--- src/rtl/spi_slave_pkg.sv ---
// rtl/spi_slave_pkg.sv - shared state encoding and command codes for the SPI slave
package spi_slave_pkg;

   typedef enum logic [2:0] {
      IDLE      = 3'd0,
      CHK_CMD   = 3'd1,
      WRITE     = 3'd2,
      READ_ADD  = 3'd3,
      READ_DATA = 3'd4
   } state_t;

   localparam logic [1:0] CMD_WR_ADDR = 2'b00;
   localparam logic [1:0] CMD_WR_DATA = 2'b01;
   localparam logic [1:0] CMD_RD_ADDR = 2'b10;
   localparam logic [1:0] CMD_RD_DATA = 2'b11;

endpackage

--- src/rtl/spi_slave_tx_shift.sv ---
// rtl/spi_slave_tx_shift.sv - read-byte latch and MSB-first MISO shifter
module spi_slave_tx_shift #(
   parameter int WIDTH = 8
) (
   input  logic             clk,
   input  logic             rst_n,
   input  logic             i_clear,
   input  logic             i_load,
   input  logic [WIDTH-1:0] i_data,
   output logic             o_miso,
   output logic             o_last
);
   localparam int CW = $clog2(WIDTH + 1);

   logic [WIDTH-1:0] r_sh;
   logic [CW-1:0]    r_cnt;
   logic             r_active;
   logic             r_miso;

   // Latch the byte and present its MSB at once; then one lower bit per cycle, 0 when done
   always_ff @(posedge clk) begin
      if (!rst_n || i_clear) begin
         r_sh     <= '0;
         r_cnt    <= '0;
         r_active <= 1'b0;
         r_miso   <= 1'b0;
      end else if (i_load) begin
         r_sh     <= i_data << 1;
         r_miso   <= i_data[WIDTH-1];
         r_cnt    <= CW'(WIDTH - 1);
         r_active <= 1'b1;
      end else if (r_active) begin
         if (r_cnt == '0) begin
            r_active <= 1'b0;
            r_miso   <= 1'b0;
         end else begin
            r_miso <= r_sh[WIDTH-1];
            r_sh   <= r_sh << 1;
            r_cnt  <= r_cnt - CW'(1);
         end
      end
   end

   assign o_miso = r_miso;
   // High in the cycle the final bit is on the line; the edge that ends it completes the transmit
   assign o_last = r_active && (r_cnt == '0);

endmodule

--- src/rtl/spi_slave.sv ---
// rtl/spi_slave.sv - SPI slave: command FSM, receive shifter, read handshake; SPI_SLAVE_PARITY_EN adds an odd-parity bit
module spi_slave
   import spi_slave_pkg::*;
#(
   parameter int ADDR_SIZE = 8
) (
   input  logic                 clk,
   input  logic                 rst_n,
   input  logic                 SS_n,
   input  logic                 MOSI,
   output logic                 MISO,
   output logic [ADDR_SIZE+1:0] rx_data,
   output logic                 rx_valid,
   input  logic [ADDR_SIZE-1:0] tx_data,
   input  logic                 tx_valid,
   output logic                 parity_err
);
   localparam int RX_W = ADDR_SIZE + 2;
   localparam int CW   = $clog2(RX_W);

   state_t          r_state;
   state_t          w_next_state;
   logic [RX_W-1:0] r_rx_data;
   logic [CW-1:0]   r_cnt;
   logic            r_rx_valid;
   logic            r_parity_err;
   logic            r_rx_done;
   logic            r_tx_wait;
   logic            r_rd_addr_flag;

   logic w_rx_state;
   logic w_shift;
   logic w_last_bit;
   logic w_rx_complete;
   logic w_rx_ok;
   logic w_par_bad;
   logic w_par_phase;
   logic w_tx_load;
   logic w_tx_end;
   logic w_tx_last;

   assign w_rx_state = (r_state == WRITE) || (r_state == READ_ADD) || (r_state == READ_DATA);
   assign w_shift    = w_rx_state && !SS_n && !r_rx_done && !w_par_phase;
   assign w_last_bit = w_shift && (r_cnt == '0);

`ifdef SPI_SLAVE_PARITY_EN
   logic r_par_phase;
   logic w_par_sample;
   logic w_par_good;

   // One-cycle parity slot right after the last payload bit
   always_ff @(posedge clk) begin
      if (!rst_n || SS_n || (r_state == CHK_CMD)) begin
         r_par_phase <= 1'b0;
      end else if (w_last_bit) begin
         r_par_phase <= 1'b1;
      end else if (r_par_phase) begin
         r_par_phase <= 1'b0;
      end
   end

   assign w_par_phase   = r_par_phase;
   assign w_par_sample  = r_par_phase && !SS_n;
   assign w_par_good    = ^{r_rx_data, MOSI};
   assign w_rx_complete = w_par_sample;
   assign w_rx_ok       = w_par_sample && w_par_good;
   assign w_par_bad     = w_par_sample && !w_par_good;
`else
   assign w_par_phase   = 1'b0;
   assign w_rx_complete = w_last_bit;
   assign w_rx_ok       = w_last_bit;
   assign w_par_bad     = 1'b0;
`endif

   // State register
   always_ff @(posedge clk) begin
      if (!rst_n) begin
         r_state <= IDLE;
      end else begin
         r_state <= w_next_state;
      end
   end

   // Next state: deselect always returns to IDLE; direction bit picks the frame type
   always_comb begin
      w_next_state = r_state;
      if (SS_n) begin
         w_next_state = IDLE;
      end else begin
         case (r_state)
            IDLE:    w_next_state = CHK_CMD;
            CHK_CMD: begin
               if (!MOSI) begin
                  w_next_state = WRITE;
               end else if (r_rd_addr_flag) begin
                  w_next_state = READ_DATA;
               end else begin
                  w_next_state = READ_ADD;
               end
            end
            default: w_next_state = r_state;
         endcase
      end
   end

   // Receive shifter, bit counter and completion strobes
   always_ff @(posedge clk) begin
      if (!rst_n) begin
         r_rx_data    <= '0;
         r_cnt        <= '0;
         r_rx_valid   <= 1'b0;
         r_parity_err <= 1'b0;
         r_rx_done    <= 1'b0;
      end else begin
         r_rx_valid   <= w_rx_ok;
         r_parity_err <= w_par_bad;
         if (w_shift) begin
            r_rx_data <= {r_rx_data[RX_W-2:0], MOSI};
         end
         if (SS_n) begin
            r_cnt     <= '0;
            r_rx_done <= 1'b0;
         end else if (r_state == CHK_CMD) begin
            r_cnt     <= CW'(RX_W - 1);
            r_rx_done <= 1'b0;
         end else begin
            if (w_shift && (r_cnt != '0)) begin
               r_cnt <= r_cnt - CW'(1);
            end
            if (w_rx_complete) begin
               r_rx_done <= 1'b1;
            end
         end
      end
   end

   // Read handshake: address flag and the wait window for tx_valid
   always_ff @(posedge clk) begin
      if (!rst_n) begin
         r_tx_wait      <= 1'b0;
         r_rd_addr_flag <= 1'b0;
      end else begin
         if (SS_n) begin
            r_tx_wait <= 1'b0;
         end else if (w_rx_ok && (r_state == READ_DATA)) begin
            r_tx_wait <= 1'b1;
         end else if (w_tx_load) begin
            r_tx_wait <= 1'b0;
         end
         if (w_rx_ok && (r_state == READ_ADD)) begin
            r_rd_addr_flag <= 1'b1;
         end else if (w_tx_last) begin
            r_rd_addr_flag <= 1'b0;
         end
      end
   end

   assign w_tx_load = r_tx_wait && tx_valid && !SS_n;
   assign w_tx_last = w_tx_end && !SS_n;

   spi_slave_tx_shift #(
      .WIDTH(ADDR_SIZE)
   ) u_tx_shift (
      .clk     (clk),
      .rst_n   (rst_n),
      .i_clear (SS_n),
      .i_load  (w_tx_load),
      .i_data  (tx_data),
      .o_miso  (MISO),
      .o_last  (w_tx_end)
   );

   assign rx_data    = r_rx_data;
   assign rx_valid   = r_rx_valid;
   assign parity_err = r_parity_err;

endmodule

--- config.mk ---
export PLATFORM = sky130hd
export DESIGN_NAME = spi_slave
export DESIGN_NICKNAME = d
export VERILOG_FILES = /design/src/rtl/spi_slave_pkg.sv /design/src/rtl/spi_slave_tx_shift.sv /design/src/rtl/spi_slave.sv
export SDC_FILE = /design/constraint.sdc
export NUM_CORES = 1
export LEC_CHECK = 0
export ABC_AREA = 1
export BUFFER_PORTS_ARGS = -buffer_cell sky130_fd_sc_hd__buf_2
export CAP_MARGIN = 15
export CORE_MARGIN = 1
export CORE_UTILIZATION = 49
export CTS_CLUSTER_DIAMETER = 50
export CTS_CLUSTER_SIZE = 24
export DETAILED_ROUTE_END_ITERATION = 10
export PLACE_DENSITY = 0.86
export SLEW_MARGIN = 30
export SYNTH_ARGS = -nofsm -noshare
export SYNTH_HDL_FRONTEND = slang
export SYNTH_SLANG_ARGS = --single-unit
--- constraint.sdc ---
create_clock -name clk -period 1.3 [get_ports clk]
set_clock_uncertainty 0.1 [all_clocks]
set_input_delay 0.13 -clock clk [delete_from_list [all_inputs] [get_ports clk]]
set_output_delay 0.13 -clock clk [all_outputs]
set_load 0.05 [all_outputs]
==> results of run 1 <==
synth_stat cells, types with 2 or more instances:
cell type  number
nand2_1        46
dfxtp_1        34
a21oi_1        30
inv_1          30
nor2_1         19
nand3_1        17
o21ai_1         6
o21ai_0         4
nor2_2          3
buf_2           2
buf_4           2
ha_1            2
nand2_2         2
nand2_4         2
nand4_1         2
repair_timing:
| item | CTS | global route |
|---|---|---|
| pin swaps | 7 | 5 |
| setup buffers | 3 | 1 |
| resized for setup | 8 | 15 |
| endpoints found under the hold margin | 6 | 0 |
| gates cloned | 1 | 1 |
| endpoints found under the setup margin | 17 | 30 |
| hold buffers | 4 | 0 |
path summary, 6_finish.rpt:
check | start | to | slack, ns | cells after the start
min reg2reg | u_tx_shift.r_sh[1] | u_tx_shift.r_sh[1] | 0.37 | 2
min | tx_valid | u_tx_shift.r_cnt[3] | 0.01 | 4
max reg2reg | u_tx_shift.r_cnt[0] | u_tx_shift.r_sh[5] | -0.08 | 10
max | u_tx_shift.r_cnt[0] | u_tx_shift.r_sh[5] | -0.08 | 10
flip-flops by register name, indices dropped and copies added (netlist names):
register / count
r_cnt: 4
u_tx_shift.r_active: 1
u_tx_shift.r_cnt: 4
u_tx_shift.r_sh: 7
r_tx_wait: 1
u_tx_shift.o_miso: 1
rx_data: 10
rx_valid: 1
r_rx_done: 1
r_rd_addr_flag: 1
r_state: 3
metal layers:
layer	vias to the layer above	global-route usage, %
met5	-	0
met4	0	8.16
met3	5	6.59
met2	42	34.7
met1	699	26.1
li1	777	-
cell families after synthesis:
| kind of cell | count (synthesis) | synth area share, % |
|---|---|---|
| adders and majority gates | 2 | 1.58 |
| and+or+nand+nor | 96 | 29.0 |
| buffers and inverters | 39 | 11.0 |
| xor gates and xnor gates | 2 | 1.10 |
| AOI/OAI and AO/OA | 43 | 14.3 |
| other | 1 | 0.236 |
| DFF | 34 | 42.9 |
metrics by stage:
stage	std cells	area (µm²)	setup WS (ns)	utilization, %
detailed placement	290	1830	-0.102	59.8
CTS	305	1980	-0.0450	64.8
global route	306	2040	-0.148	66.7
finish	306	2040	-0.0824	66.7
global placement	290	1830	-0.0225	59.8
floorplan	217	1610	0.00478	-
final cells by class:
| cell class | count | area share [%] |
|---|---|---|
| multi-input combinational | 145 | 40.5 |
| timing repair inverter | 1 | 0.369 |
| sequential | 34 | 33.7 |
| clock buffer | 7 | 2.21 |
| inverter | 33 | 7.13 |
| timing repair buffer | 42 | 13.3 |
| tap | 44 | 2.70 |
worst max-delay path: cells and delay by family (launching register included):
kind | cells | cell delay [ns]
compound gates | 1 | 0.12
buf+inv | 3 | 0.19
fa+ha+maj | 1 | 0.13
flops | 1 | 0.34
simple gates | 5 | 0.42
power groups by stage:
stage	Sequential (µW)	Combinational [µW]	Clock, µW
floorplan	1080	74.3	0
global placement	1080	122	0
detailed placement	1080	125	0
CTS	1050	137	546
global route	1050	162	601
finish	1050	148	542
==> impl_metrics.env, run 1 <==
export IMPL_vias=1523
export IMPL_max_cap_violations=0
export IMPL_grt_max_degree=13
export IMPL_drive_gt1_share_pct=31.3
export IMPL_area_growth_synth_to_final_pct=28.2
export IMPL_comb_power_share_pct=8.5
export IMPL_multiInputGateArea_um2=825
export IMPL_fin_total_pwr_uw=1740
export IMPL_power_leakage_uw=0.000867
export IMPL_numPortBuffers=24
export IMPL_globalRouteTotalUtil_pct=21.3
export IMPL_slowest_delay_ns=0.34
export IMPL_start_util_pct=52.0
export IMPL_synth_edf_count=0
export IMPL_core_area_mm2=0.00305
export IMPL_rows=20
export IMPL_cts_buffers=5
export IMPL_synth_top_area_cell="dfxtp_1"
export IMPL_drt_iter0_drc=47
export IMPL_wl_met2_um=1720
export IMPL_clock_latency_ns=0.34
export IMPL_cts_root_buf="clkbuf_4"
export IMPL_place_hpwl_um=2340
export IMPL_die_area_mm2=0.00347
export IMPL_status="finished with violations"
export IMPL_dr_max_layer_used="met4"
export IMPL_seq_area_frac_synth_pct=42.9
export IMPL_start_kind="flip-flop"
export IMPL_syn_nets=232
export IMPL_synth_cells=217
export IMPL_fillerInstances=261
export IMPL_synth_top_cells_by_area="dfxtp_1 43%, nand2_1 11%, a21oi_1 9.5%"
export IMPL_p_switching_uw=434
export IMPL_arrival_ns=1.55
export IMPL_power_share_switching_pct=24.9
export IMPL_regArea_um2=687
export IMPL_synth_distinct_cells=31
export IMPL_p_per_area_mw_per_mm2=857
export IMPL_min_period_ns=1.38
export IMPL_synth_area_per_cell_um2=7.32
export IMPL_critPathSlowestCell="dfxtp_2"
export IMPL_overflow=0
export IMPL_cts_tree="yes"
export IMPL_drt_antenna_violating_nets=0
export IMPL_violations="setup timing"
export IMPL_via_per_inst=4.98
export IMPL_setup_slack_ns=-0.0824
export IMPL_setup_viol=11
export IMPL_slew_violations=0
export IMPL_die_x_um=58.9
export IMPL_end_kind="flip-flop"
export IMPL_path_max_fanout=8
export IMPL_path_clk_slew_ns=0.11
export IMPL_worstPathRequired_ns=1.47
export IMPL_fmax_mhz=723
export IMPL_synth_area_mm2=0.00159
export IMPL_grt_pass1_vias=1284
export IMPL_synth_warning_count=0
export IMPL_synth_ff_type="dfxtp_1"
export IMPL_drc=0
export IMPL_vdd_drop_max_uv=631
export IMPL_ys_ff_latch=34
export IMPL_hp_class="in -> reg"
export IMPL_final_common_cell="nand2_1"
export IMPL_rsz0062_at_grt="true"
export IMPL_cts_sinks=34
export IMPL_crit_chain="inv_2 > ha_4 > inv_2 > nor2_4 > nand2_2 > nand2_4 > nand2_8 > clkinv_8 > nand2_2 > a21oi_2"
export IMPL_hold_ws_ns=0.0126
export IMPL_grt_pass1_wl_um=5400
export IMPL_die_h_um=58.9
export IMPL_crit_type="reg -> reg"
export IMPL_p_int_uw=1310
export IMPL_cts_buffer_depth=2
export IMPL_ios=26
export IMPL_mostFrequentLayoutCells="43 x nand2_1, 29 x dfxtp_1, 28 x a21oi_1"
export IMPL_hold_viol=0
export IMPL_m1WireLength_um=1610
export IMPL_fin_nets=277
export IMPL_htreeDepth=2
export IMPL_drt_total_wl_um=3540
export IMPL_synth_async_reset_ratio_pct=0
export IMPL_antenna_found_initial=0
export IMPL_place_congestion=0.794
export IMPL_wl_per_cell_um=11.6
export IMPL_clock_power_share_pct=31.1
export IMPL_totalNegativeSetupSlack_ns=-0.427
export IMPL_drtPass1Iterations=5
export IMPL_synth_top_area_share_pct=42.9
export IMPL_wl_met3_um=155
export IMPL_finalCritPeriodShare_pct=106
export IMPL_pwr_share_seq_pct=60.4
export IMPL_antenna_diode_count=0
Power figures use the tool's default switching activity.
==> run 2: changes to the inputs <==
GPL_TIMING_DRIVEN = 0   (was not set)
clock period = 1.2 ns   (was 1.3 ns; I/O delays follow)
==> run 2 against run 1 <==
Net effect: the flow still finishes with violations (setup timing); via count up 6.3%; combinational power up 27%; non-clock buffer count up 9; fmax down 2.3%; critical path depth unchanged; power up 16%; sequential share of layout area down 3.6 points; die area unchanged; critical endpoint is now u_tx_shift.r_active; largest power group unchanged.
==> impl_metrics.env, run 2 (synthesis results as in run 1) <==
export IMPL_arrival_ns=1.61
export IMPL_die_area_mm2=0.00347
export IMPL_violations="setup timing"
export IMPL_place_hpwl_um=2170
export IMPL_wl_per_cell_um=13.5
export IMPL_status="finished with violations"
export IMPL_core_area_mm2=0.00305
export IMPL_globalRouteTotalUtil_pct=23.1
export IMPL_relSlewSlack_pct=52.0
export IMPL_grt_pass1_wl_um=5870
export IMPL_clock_latency_ns=0.35
export IMPL_setup_slack_ns=-0.214
export IMPL_antenna_diode_count=0
export IMPL_crit_type="reg -> reg"
export IMPL_place_congestion=0.871
export IMPL_min_period_ns=1.41
export IMPL_path_clk_slew_ns=0.11
export IMPL_start_kind="flip-flop"
export IMPL_htreeDepth=2
export IMPL_drt_antenna_violating_nets=0
export IMPL_overflow=0
export IMPL_power_leakage_uw=0.000952
export IMPL_totalNegativeSetupSlack_ns=-3.10
export IMPL_area_growth_synth_to_final_pct=45.9
export IMPL_cts_buffer_depth=2
export IMPL_fin_total_pwr_uw=2020
export IMPL_grt_max_degree=12
export IMPL_finalCritPeriodShare_pct=118
export IMPL_via_per_inst=5.14
export IMPL_hold_viol=0
export IMPL_setup_viol=31
export IMPL_ios=26
export IMPL_worstMarginPinSlew_ns=0.719
export IMPL_hp_class="in -> reg"
export IMPL_cts_buffers=5
export IMPL_drtPass1Iterations=6
export IMPL_die_x_um=58.9
export IMPL_mostFrequentLayoutCells="25 x nand2_1, 24 x inv_1, 24 x buf_4"
export IMPL_vdd_drop_max_uv=595
export IMPL_end_kind="flip-flop"
export IMPL_fmax_mhz=707
export IMPL_drt_iter0_drc=93
export IMPL_rsz0062_at_grt="true"
export IMPL_final_common_cell="nand2_1"
export IMPL_antenna_found_initial=0
export IMPL_numPortBuffers=24
export IMPL_cts_tree="yes"
export IMPL_worstPathRequired_ns=1.39
export IMPL_vias=1619
export IMPL_rows=20
export IMPL_fin_nets=285
export IMPL_cts_sinks=34
export IMPL_fillerInstances=213
export IMPL_p_per_area_mw_per_mm2=870
export IMPL_start_util_pct=52.0
export IMPL_largest_reg_flops=10
export IMPL_grt_pass1_vias=1422
export IMPL_die_h_um=58.9
export IMPL_max_cap_violations=0
export IMPL_path_max_fanout=8
export IMPL_cts_root_buf="clkbuf_4"
export IMPL_drc=0
export IMPL_drive_gt1_share_pct=48.7
export IMPL_pre_cts_slack_ns=-0.207
export IMPL_slew_violations=0
export IMPL_drt_total_wl_um=4240
==> run 2: cell types whose count changed in the layout (fill, tap and decap cells not counted), sizes merged <==
cell         previous run  this run
buf                    38        45
clkinvlp                2         0
clkbuf                  7         8
clkinv                  1         2
inv                    31        32
dlygate4sd3             4         5
==> run 2: area by class of cell <==
| type | count | area, µm² | area share (%) |
|---|---|---|---|
| buffer | 6 | 50.0 | 2.16 |
| clock buffer | 7 | 55.1 | 2.38 |
| sequential | 34 | 698 | 30.1 |
| clock inverter | 1 | 5.00 | 0.216 |
| inverter | 33 | 144 | 6.21 |
| tap | 44 | 55.1 | 2.38 |
| multi-input combinational | 145 | 975 | 42.1 |
| timing repair buffer | 45 | 334 | 14.4 |
==> run 2: report_power, final <==
group	leakage, µW	total, µW	switching, µW	internal [µW]
Sequential	0.000280	1140	8.32	1130
Combinational	0.000636	188	114	73.7
Clock	0.0000353	685	401	284
==> run 2: final timing paths <==
kind	startpoint	to	slack [ns]	cells past startpoint
min	tx_data[6]	u_tx_shift.r_sh[7]	0.06	4
max	u_tx_shift.r_cnt[0]	u_tx_shift.r_active	-0.21	10
min reg2reg	u_tx_shift.r_sh[2]	u_tx_shift.r_sh[2]	0.37	2
max reg2reg	u_tx_shift.r_cnt[0]	u_tx_shift.r_active	-0.21	10
==> run 2: through the flow <==
step | hold slack, ns | cell area, µm² | utilization (%) | instances
3_5_place_dp | 0.280 | 1790 | 58.8 | 285
5_1_grt | 0.0577 | 2320 | 75.9 | 315
4_1_cts | 0.0479 | 2140 | 70.0 | 309
2_1_floorplan | 0.152 | 1620 | - | 217
6_report | 0.0553 | 2320 | 75.9 | 315
3_3_place_gp | 0.276 | 1790 | 58.8 | 285
==> run 2: layer usage <==
metal,wire length (µm),part of all wire [%],global-route usage [%]
met1,1710,40,26.7
met2,2140,50,38.0
met3,225,5.3,5.05
met5,0,0,0
met4,165,3.9,15.6
==> run 2: worst max-delay path, cell delays in order (launching register included) <==
cell and delay [ns]:
dfxtp_2 0.37, inv_2 0.05, ha_4 0.16, inv_2 0.07
nor2_4 0.03, nand2_2 0.07, nand2_4 0.09, nand2_8 0.12
clkinv_8 0.07, buf_4 0.13, nor2_1 0.09
==> run 2: repair_timing <==
item	in CTS	in global routing
setup buffers	10	6
gates cloned	2	0
resized for setup	48	45
hold endpoints to repair	7	0
pin swaps	12	8
endpoints found under the setup margin	36	37
hold buffers	5	0
==> run 3: changes to the inputs <==
BUFFER_PORTS_ARGS = -buffer_cell sky130_fd_sc_hd__buf_4   (was -buffer_cell sky130_fd_sc_hd__buf_2)
CAP_MARGIN = 30   (was 15)
SKIP_CTS_REPAIR_TIMING = 1   (was not set)
==> run 3 against run 2 <==
Net effect: the flow still finishes with violations (setup timing); cell count fell by 3.8%; flip-flop and latch count did not move; clock-buffer cell count rose by 1; die area did not move; via count fell by 6.9%; sequential share of layout area rose by 1.3 points; critical path depth did not move; clock power rose by 12%; setup slack improved by 0.010 ns; largest cell class unchanged; largest power group unchanged; highest routed layer unchanged.
==> impl_metrics.env, run 3 (synthesis results as in run 1) <==
export IMPL_drive_gt1_share_pct=42.1
export IMPL_start_kind="flip-flop"
export IMPL_place_congestion=0.836
export IMPL_crit_chain="inv_2 > ha_4 > inv_2 > nor2_2 > nand2_1 > nand2_4 > nand2_8 > clkinv_8 > nand2_1 > a21oi_2"
export IMPL_path_max_fanout=8
export IMPL_area_growth_synth_to_final_pct=39.6
export IMPL_totalNegativeSetupSlack_ns=-2.75
export IMPL_overflow=0
export IMPL_grt_pass1_vias=1136
export IMPL_drt_total_wl_um=3750
export IMPL_grt_pass1_wl_um=4690
export IMPL_drt_iter0_drc=53
export IMPL_ios=26
export IMPL_start_util_pct=52.0
export IMPL_grt_max_degree=11
export IMPL_fillerInstances=237
export IMPL_via_per_inst=4.98
export IMPL_status="finished with violations"
export IMPL_crit_type="reg -> reg"
export IMPL_critPathSlowestCell="dfxtp_2"
export IMPL_vdd_drop_max_uv=718
export IMPL_die_x_um=58.9
export IMPL_cts_sinks=34
export IMPL_arrival_ns=1.57
export IMPL_drc=0
export IMPL_cts_root_buf="clkbuf_4"
export IMPL_mostFrequentLayoutCells="30 x nand2_1, 26 x buf_4, 25 x dfxtp_1"
export IMPL_violations="setup timing"
export IMPL_clock_latency_ns=0.33
export IMPL_cp_top_family="simple AND/OR/NAND/NOR gates"
export IMPL_vias=1508
export IMPL_drtPass1Iterations=4
export IMPL_end_kind="flip-flop"
export IMPL_rows=20
export IMPL_finalCritPeriodShare_pct=117
export IMPL_largest_reg_flops=10
export IMPL_rsz0062_at_grt="true"
export IMPL_crit_buf_inv=3
export IMPL_cts_buffers=5
export IMPL_wl_per_cell_um=12.4
export IMPL_worstMarginPinSlew_ns=0.672
export IMPL_slew_violations=0
export IMPL_antenna_found_initial=0
export IMPL_die_area_mm2=0.00347
export IMPL_setup_slack_ns=-0.204
export IMPL_max_cap_violations=0
export IMPL_power_leakage_uw=0.000902
export IMPL_drt_antenna_violating_nets=0
export IMPL_numPortBuffers=24
export IMPL_hold_ws_ns=0.0280
export IMPL_relSlewSlack_pct=55.2
export IMPL_htreeDepth=2
export IMPL_path_clk_slew_ns=0.10
export IMPL_fin_nets=273
export IMPL_hold_viol=0
export IMPL_slowest_delay_ns=0.33
export IMPL_die_h_um=58.9
export IMPL_hp_class="in -> reg"
export IMPL_cts_tree="yes"
export IMPL_fmax_mhz=712
export IMPL_worstPathRequired_ns=1.36
export IMPL_min_period_ns=1.40
export IMPL_core_area_mm2=0.00305
export IMPL_final_common_cell="nand2_1"
export IMPL_p_per_area_mw_per_mm2=947
export IMPL_place_hpwl_um=2140
export IMPL_antenna_diode_count=0
export IMPL_globalRouteTotalUtil_pct=18.3
export IMPL_setup_viol=29
export IMPL_cts_buffer_depth=2
## run 3: cell types whose count changed in the layout (fill, tap and decap cells not counted), moves of 3 or more
cell     before  now
a21oi_2      20   14
dfxtp_1      22   25
nand2_1      25   30
nand2_4      10    6
dfxtp_2      11    7
a21oi_1      10   16
buf_2        15    1
## run 3: layer usage
layer | track usage [%] | wire length [µm] | up-vias
li1 | - | - | 772
met2 | 28.6 | 1940 | 24
met4 | 10.9 | 68 | 0
met1 | 22.8 | 1650 | 705
met3 | 4.62 | 87 | 7
met5 | 0 | 0 | -
## run 3: area by class of cell
| type | instances | area, µm² | share of cell area (%) |
|---|---|---|---|
| plain buffers | 6 | 46.3 | 2.09 |
| repair buffers | 33 | 275 | 12.4 |
| inverters | 33 | 144 | 6.49 |
| clock buffers | 8 | 78.8 | 3.56 |
| well taps | 44 | 55.1 | 2.48 |
| flip-flops and latches | 34 | 697 | 31.4 |
| multi-input cells | 145 | 921 | 41.5 |
## run 3: where the power goes
part | switching, µW | internal [µW] | total, µW | leakage [µW]
logic | 107 | 80.1 | 187 | 0.000578
registers | 10.1 | 1130 | 1140 | 0.000279
clock network | 368 | 400 | 769 | 0.0000446
## run 3: final timing paths
check	start	end	slack, ns	cells past startpoint
worst max-delay path	u_tx_shift.r_cnt[0]	u_tx_shift.r_sh[4]	-0.20	10
worst min-delay path	SS_n	u_tx_shift.r_cnt[3]	0.03	4
worst max register to register	u_tx_shift.r_cnt[0]	u_tx_shift.r_sh[4]	-0.20	10
worst min register to register	u_tx_shift.r_sh[2]	u_tx_shift.r_sh[2]	0.37	2
## run 3: metrics by stage
step / area (µm²) / util [%] / instances / worst slack, ns / power [µW]
floorplan: 1620 / - / 217 / -0.0952 / 1250
global placement: 1850 / 60.7 / 285 / -0.167 / 1300
detailed placement: 1850 / 60.7 / 285 / -0.190 / 1300
CTS: 1930 / 63.3 / 293 / -0.212 / 2060
global route: 2220 / 72.6 / 303 / -0.273 / 2190
finish: 2220 / 72.6 / 303 / -0.204 / 2100
## run 3: worst reg2reg max path, stage by stage, from the launching register on
cell	delay, ns
dfxtp_2	0.33
inv_2	0.08
ha_4	0.15
inv_2	0.04
nor2_2	0.09
nand2_1	0.09
nand2_4	0.13
nand2_8	0.09
clkinv_8	0.07
nand2_1	0.06
a21oi_2	0.11
